<file path="src/rtl/regbank_pkg.sv">
// Shared constants for the register-bank write scheduler: FSM encoding and
// default geometry of the dff_en bank.
package regbank_pkg;

   localparam int NREQ_DEF = 4;
   localparam int NREG_DEF = 8;
   localparam int W_DEF    = 8;
   localparam int AW_DEF   = 3;

   localparam logic [1:0] ST_IDLE  = 2'd0;
   localparam logic [1:0] ST_LATCH = 2'd1;
   localparam logic [1:0] ST_WRITE = 2'd2;
   localparam logic [1:0] ST_ACK   = 2'd3;

endpackage

</file>
<file path="src/rtl/rr_arbiter.sv">
// Combinational round-robin arbiter: grants the first requester at or after
// ptr, wrapping around. The pointer register is owned by the caller.
module rr_arbiter #(
   parameter int NREQ = 4,
   parameter int PW   = (NREQ > 1) ? $clog2(NREQ) : 1
) (
   input  logic [NREQ-1:0] req,
   input  logic [PW-1:0]   ptr,
   output logic [NREQ-1:0] gnt,
   output logic [PW-1:0]   idx
);

   logic found;

   // Scan priority positions ptr, ptr+1, ... and stop at the first active request.
   always_comb begin
      gnt   = '0;
      idx   = '0;
      found = 1'b0;
      for (int k = 0; k < NREQ; k++) begin
         for (int i = 0; i < NREQ; i++) begin
            if (!found && req[i] && (((int'(ptr) + k) % NREQ) == i)) begin
               found  = 1'b1;
               gnt[i] = 1'b1;
               idx    = PW'(i);
            end
         end
      end
   end

endmodule

</file>
<file path="src/rtl/regbank_wr_ctrl.sv">
// Write scheduler for a dff_en register bank. One round-robin winner per
// 4-cycle transaction; wr_en is launched on the falling edge so the gated
// clock inside each dff_en sees a clean, full high phase.
//
// state    | meaning
// ---------+-------------------------------------------------------------
// ST_IDLE  | waiting for any req; captures winner, address and data
// ST_LATCH | drives captured data onto reg_wdata a full cycle before write
// ST_WRITE | decoded wr_en launched on the next negedge
// ST_ACK   | ack pulse to winner, rr pointer advances past winner
module regbank_wr_ctrl
   import regbank_pkg::*;
#(
   parameter int NREQ = NREQ_DEF,
   parameter int NREG = NREG_DEF,
   parameter int W    = W_DEF,
   parameter int AW   = AW_DEF
) (
   input  logic             clk,
   input  logic             rst_n,
   input  logic [NREQ-1:0]  req,
   input  logic [NREQ*AW-1:0] req_addr,
   input  logic [NREQ*W-1:0]  req_data,
   output logic [NREQ-1:0]  ack,
   output logic [NREG-1:0]  reg_wr_en,
   output logic [W-1:0]     reg_wdata,
   output logic             busy
);

   localparam int PW = (NREQ > 1) ? $clog2(NREQ) : 1;

   logic [1:0]      state_q, state_d;
   logic [NREQ-1:0] gnt_q, gnt_d;
   logic [PW-1:0]   idx_q, idx_d;
   logic [PW-1:0]   ptr_q, ptr_d;
   logic [AW-1:0]   addr_q, addr_d;
   logic [W-1:0]    data_q, data_d;
   logic [W-1:0]    wdata_q, wdata_d;
   logic [NREG-1:0] wr_en_q, wr_en_d;

   logic [NREQ-1:0] arb_gnt;
   logic [PW-1:0]   arb_idx;

   rr_arbiter #(.NREQ(NREQ), .PW(PW)) u_arb (
      .req (req),
      .ptr (ptr_q),
      .gnt (arb_gnt),
      .idx (arb_idx)
   );

   // Next-state, capture and pointer logic; inputs are only looked at in IDLE.
   always_comb begin
      state_d = state_q;
      gnt_d   = gnt_q;
      idx_d   = idx_q;
      ptr_d   = ptr_q;
      addr_d  = addr_q;
      data_d  = data_q;
      wdata_d = wdata_q;
      case (state_q)
         ST_IDLE: begin
            if (|req) begin
               gnt_d   = arb_gnt;
               idx_d   = arb_idx;
               for (int i = 0; i < NREQ; i++) begin
                  if (arb_gnt[i]) begin
                     addr_d = req_addr[i*AW +: AW];
                     data_d = req_data[i*W +: W];
                  end
               end
               state_d = ST_LATCH;
            end
         end
         ST_LATCH: begin
            wdata_d = data_q;
            state_d = ST_WRITE;
         end
         ST_WRITE: begin
            state_d = ST_ACK;
         end
         ST_ACK: begin
            if (int'(idx_q) >= NREQ - 1) ptr_d = '0;
            else                          ptr_d = idx_q + PW'(1);
            state_d = ST_IDLE;
         end
         default: begin
            state_d = ST_IDLE;
         end
      endcase
   end

   // Main rising-edge state and capture registers.
   always_ff @(posedge clk or negedge rst_n) begin
      if (!rst_n) begin
         state_q <= ST_IDLE;
         gnt_q   <= '0;
         idx_q   <= '0;
         ptr_q   <= '0;
         addr_q  <= '0;
         data_q  <= '0;
         wdata_q <= '0;
      end else begin
         state_q <= state_d;
         gnt_q   <= gnt_d;
         idx_q   <= idx_d;
         ptr_q   <= ptr_d;
         addr_q  <= addr_d;
         data_q  <= data_d;
         wdata_q <= wdata_d;
      end
   end

   // Address decode for the write enable, valid only while in WRITE.
   always_comb begin
      wr_en_d = '0;
      for (int r = 0; r < NREG; r++) begin
         if ((state_q == ST_WRITE) && (int'(addr_q) == r)) wr_en_d[r] = 1'b1;
      end
   end

   // wr_en gates the bank clock, so it may only change while clk is low.
   always_ff @(negedge clk or negedge rst_n) begin
      if (!rst_n) wr_en_q <= '0;
      else        wr_en_q <= wr_en_d;
   end

   assign ack       = (state_q == ST_ACK) ? gnt_q : '0;
   assign reg_wr_en = wr_en_q;
   assign reg_wdata = wdata_q;
   assign busy      = (state_q != ST_IDLE);

endmodule

</file>
<file path="config.mk">
export PLATFORM = sky130hd
export DESIGN_NAME = regbank_wr_ctrl
export DESIGN_NICKNAME = d
export VERILOG_FILES = /design/src/rtl/regbank_pkg.sv /design/src/rtl/rr_arbiter.sv /design/src/rtl/regbank_wr_ctrl.sv
export SDC_FILE = /design/constraint.sdc
export NUM_CORES = 1
export LEC_CHECK = 0
export BUFFER_PORTS_ARGS = -buffer_cell sky130_fd_sc_hd__buf_2
export CORE_AREA = 2 2 86 88
export CTS_CLUSTER_SIZE = 12
export DETAILED_ROUTE_END_ITERATION = 6
export DIE_AREA = 0 0 88 90
export PLACE_DENSITY = 0.51
export RECOVER_POWER = 100
export SETUP_SLACK_MARGIN = 0.4
export SLEW_MARGIN = 20
export SYNTH_ARGS = -nofsm -noshare
export SYNTH_HDL_FRONTEND = slang
export SYNTH_SLANG_ARGS = --single-unit
</file>
<file path="constraint.sdc">
create_clock -name clk -period 1.8 [get_ports clk]
set_input_delay 0.18 -clock clk [delete_from_list [all_inputs] [get_ports clk]]
set_output_delay 0.18 -clock clk [all_outputs]
set_load 0.05 [all_outputs]
</file>
Word level (Yosys, flattened, before mapping) --
Cells that the tools add are included.
Storage, ports and cells: input bits 50, output and inout bits 21, memories kept 0, memory bits (writable) 0, bits in latches 0, logic and storage cells 172, register bits 37, ROM bits 0
Operators by class: equal/unequal tests 23, mux-type cells 65, div/mod/pow operators 0, add/sub/neg operators 4, $lt $le $gt $ge 1, reduce and logical (&&, ||, !) cells 68, shift-type cells 0, $mul 0, bitwise logic cells 3
Operators by type and width (count):
- 32-bit logical NOT | 4
- 1-bit logical AND | 39
- 1-bit 2-to-1 mux | 39
- 2-bit 2-to-1 mux | 16
- 8-bit 2-to-1 mux | 4
- 3-bit equality test, second input constant | 10
- 3-bit by 2-bit equality test with 1-bit output, second input constant | 5
- 1-bit logical NOT | 15
- 3-bit 2-to-1 mux | 4
- 2-bit equality test, second input constant | 4
- 2-bit case mux with 4 select lines | 1
- 2-bit OR reduction | 3
- 2-bit by 1-bit adder with 2-bit output, second input constant | 2
- 2-bit adder, second input constant | 2
- 2-bit by 1-bit equality test with 1-bit output, second input constant | 2
- 4-bit 2-to-1 mux | 1
- 4-bit nonzero test | 1
- 4-bit OR reduction | 1
- 1-bit AND, first input constant | 3
- 3-bit by 1-bit equality test with 1-bit output, second input constant | 1
- 3-bit logical NOT | 1
- 3-bit AND reduction | 1
- 2-bit >= comparator, second input constant | 1
- 2-bit logical NOT | 1
- 3 further kinds | 3

Longest topological paths before layout --
depth after elaboration 65, mapped depth 8, gate-level depth less buffers 7

By module --
Synthesis repeated with hierarchy kept, for this count alone.
Unflattened totals: cell total of the unflattened synthesis 163, area total of the unflattened synthesis 1915.6 µm²
By module, submodules not included:
- regbank_wr_ctrl | times used 1, sequential area each 925.9 µm², cells an instance 139, area an instance 1766.7 µm²
- rr_arbiter | times used 1, sequential area each 0.0 µm², cells an instance 24, area an instance 148.9 µm²

==> impl_summary.txt <==
----------------------------------------------------
[Power]
  Power per standard cell area ... about 1800 mW/mm²
  Max VDD drop ... between 0.6 and 0.7 mV
  Pleak ... between 0.001 and 0.0015 µW

[Cells and area]
  Layout-stage area growth over the synthesis result ... 58.0%
  Inserted Diodes ... 0
  Most used cells in the layout excluding fill and tap cells ... sky130_fd_sc_hd__buf_2, sky130_fd_sc_hd__dfrtp_1, sky130_fd_sc_hd__buf_6
  Proportion of layout cells with a drive suffix above 1 ... 0.594
  Nets ... roughly 350
  Count of fill cells added during filler insertion ... roughly 700
  Leading cell type in the layout, fill and taps excluded ... sky130_fd_sc_hd__buf_2

[Yosys]
  Post-synthesis register bit count ... 37
  EDFF count, synth ... 0
  Synthesized Nets ... 245
  Sequential area share after synthesis ... 0.456
  Most frequently used flop master after synthesis ... sky130_fd_sc_hd__dfrtp_1
  Cell variety after synth ... 34
  Synth warn ... 0
  Syn_area_per_cell ... approximately 11 µm²
  Gate count of the mapped netlist ... 190
  Ys async rst share ... 1.00
  Synthesized cell area ... around 0.0020 mm²

[GRT]
  Wire length of the first global-routing pass ... approximately 9400 µm
  Overall track demand over capacity in global routing ... 0.155
  Largest net degree at the start of global routing ... 26
  Via count of the first global-routing pass ... roughly 1.9k
  Initial antenna violation count ... 0
  GRT overflow ... 0

[Setup path]
  Buffer and inverter count on the worst path ... 1
  Highest fanout seen on the critical path ... 1
  Launching element type of the critical path ... flip-flop
  Worst reg-to-reg setup slack ... -0.05 ns
  Category of the worst setup path capture point ... output pin
  Slowest stage cell, crit path ... sky130_fd_sc_hd__dfrtn_1
  Required time of the critical path ... ~1.6 ns
  Crit-path cells ... buf_6
  Largest delay contributor family on the critical path ... flip-flops
  Worst endpoint data arrival time ... approximately 1.8 ns
  Slowest cell delay on critical path ... approximately 0.41 ns
  Setup Crit Path Kind ... reg2out

[Floorplanning]
  Number of ports placed on the die boundary ... 71
  Chip Width ... between 80 and 90 µm
  Standard-cell rows ... 31
  Die outline height ... around 90 µm
  Core ar. ... 0.00702 mm²
  Starting density of the core ... 0.289
  Total Die Area ... between 0.007 and 0.008 mm²

[Timing]
  Final sum of negative setup slack ... -1.20 ns
  Final setup violating endpoints ... 15
  Worst-case clock skew ... 0.0108 ns
  Pins Over Slew Limit ... 0
  Actual transition at the worst max-transition pin ... 1.10 ns
  Setup ws final ... -0.139 ns
  Number of endpoints with negative hold slack in the final report ... 0
  Setup repair after global routing missed its margin ... true
  Max-slew headroom ... 0.265

[Drt]
  Overall routed net length ... 5690 µm
  DR DRC count ... 0
  Via Count ... 1796
  Average vias per placed instance ... 4.58
  Count of nets left with antenna violations after detail routing ... 0
  Post-DR wirelength/cell ... 14.5 µm
  First-pass iteration count of the detailed router ... 4
  Number of violations reported at the end of detailed-routing iteration 0 ... 71

[Status]
  Failing checks ... negative setup slack
  Status ... finished, violations left

[CTS]
  Clock-pin transition on the worst setup and hold timing paths ... 0.07 ns
  Maximum count of clock buffers along a single path ... 2
  Clock tree from TritonCTS ... yes
  Clock latency reported for the late side of the worst-skew pair ... about 0.30 ns
  Buffer type at the clock tree root ... sky130_fd_sc_hd__clkbuf_8
  Number of H-tree levels ... 2
  Clock buffers created by TritonCTS ... 5
  Num Clock Sinks ... 37

[Place]
  HPWL Detailed ... between 3000 and 4000 µm
  Global placer's final weighted congestion ... 0.705
  Count of input and output buffers ... 70
  Pre-CTS setup slack ... around 0.018 ns

[Job]
  Max-capacitance violation count ... 0

[Worst hold path]
  Class of the worst hold path ... in2reg

----------------------------------------------------
==> per-stage QoR <==
step                      hold slack [ns]  std cells  total power, µW  utilization  cell area, µm²
after detailed placement            0.143        362             4050        0.370            2600
after global routing                0.198        392             6180        0.457            3210
final                               0.186        392             5800        0.457            3210
after floorplan                    -0.116        190             3360            -            2080
after global placement              0.143        362             4020        0.370            2600
after CTS                          0.0627        386             5940        0.462            3240
==> layer usage <==
| metal | GRT usage | wire length, µm |
|---|---|---|
| met5 | 0 | 0 |
| met3 | 0.0349 | 231 |
| met4 | 0.0500 | 74 |
| met2 | 0.256 | 2820 |
| met1 | 0.197 | 2570 |
==> power by group <==
| group | internal, µW | switching (µW) | leakage [µW] |
|---|---|---|---|
| Combinational | 1690 | 1870 | 0.000927 |
| Sequential | 1200 | 280 | 0.000462 |
| Clock | 446 | 316 | 0.0000651 |
| Total | 3330 | 2460 | 0.00146 |
==> worst paths after layout <==
check | start | end | cells past startpoint
setup / recovery | reg_wr_en[5]$_DFF_NN0_ | reg_wr_en[5] | 1
hold / removal | req[0] | gnt_q[0]$_DFFE_PN0P_ | 3
setup reg to reg | state_q[1]$_DFFE_PN0P_ | addr_q[1]$_DFFE_PN0P_ | 10
hold reg to reg | gnt_q[0]$_DFFE_PN0P_ | gnt_q[0]$_DFFE_PN0P_ | 2
max in group asynchronous | rst_n | addr_q[1]$_DFFE_PN0P_ | 2
min in group asynchronous | rst_n | reg_wdata[0]$_DFFE_PN0N_ | 2
==> registers in the layout, summed over array words and instances (netlist names) <==
name	count
data_q	8
reg_wdata	8
reg_wr_en	8
gnt_q	4
addr_q	3
idx_q	2
ptr_q	2
state_q	2
==> cell families (layout without fill, tap and decap cells) <==
group,count (synthesis),count (layout),synth area share
and+or+nand+nor,61,61,0.141
AOI/OAI and AO/OA,54,54,0.205
DFF,37,37,0.456
muxes,19,19,0.120
buffers and inverters,14,117,0.0469
adders and majority gates,5,5,0.0308
==> cell usage after synthesis, drive strengths merged (2+ instances only) <==
master	count	area, µm²
o22ai	2	12.5
buf	8	72.6
nor3	2	10.0
a2bb2oi	11	96.3
nand2	23	86.3
nor2	26	123
nand2b	4	25.0
ha	5	62.6
dfrtn	8	200
a31oi	3	18.8
o21ai	18	120
mux2	19	244
and2	4	25.0
dfrtp	29	726
o211ai	12	95.1
a21oi	5	28.8
inv	5	18.8
==> area by class of cell <==
cell class,count,area (µm²),area share
clock buffers,7,119,0.0371
clock inverters,1,8.76,0.00273
inverters,5,23.8,0.00741
multi-input cells,139,1200,0.376
flip-flops and latches,37,930,0.290
well taps,99,124,0.0386
repair buffers,104,797,0.249
==> timing repair <==
action | 4_1_cts | 5_1_grt
gates resized for setup | 90 | 18
setup buffers | 11 | 6
setup endpoints to repair | 46 | 47
gates cloned | 4 | 0
pin swaps | 12 | 10
hold buffers | 1 | 0
hold endpoints to repair | 10 | 0
Power figures use the tool's default switching activity.
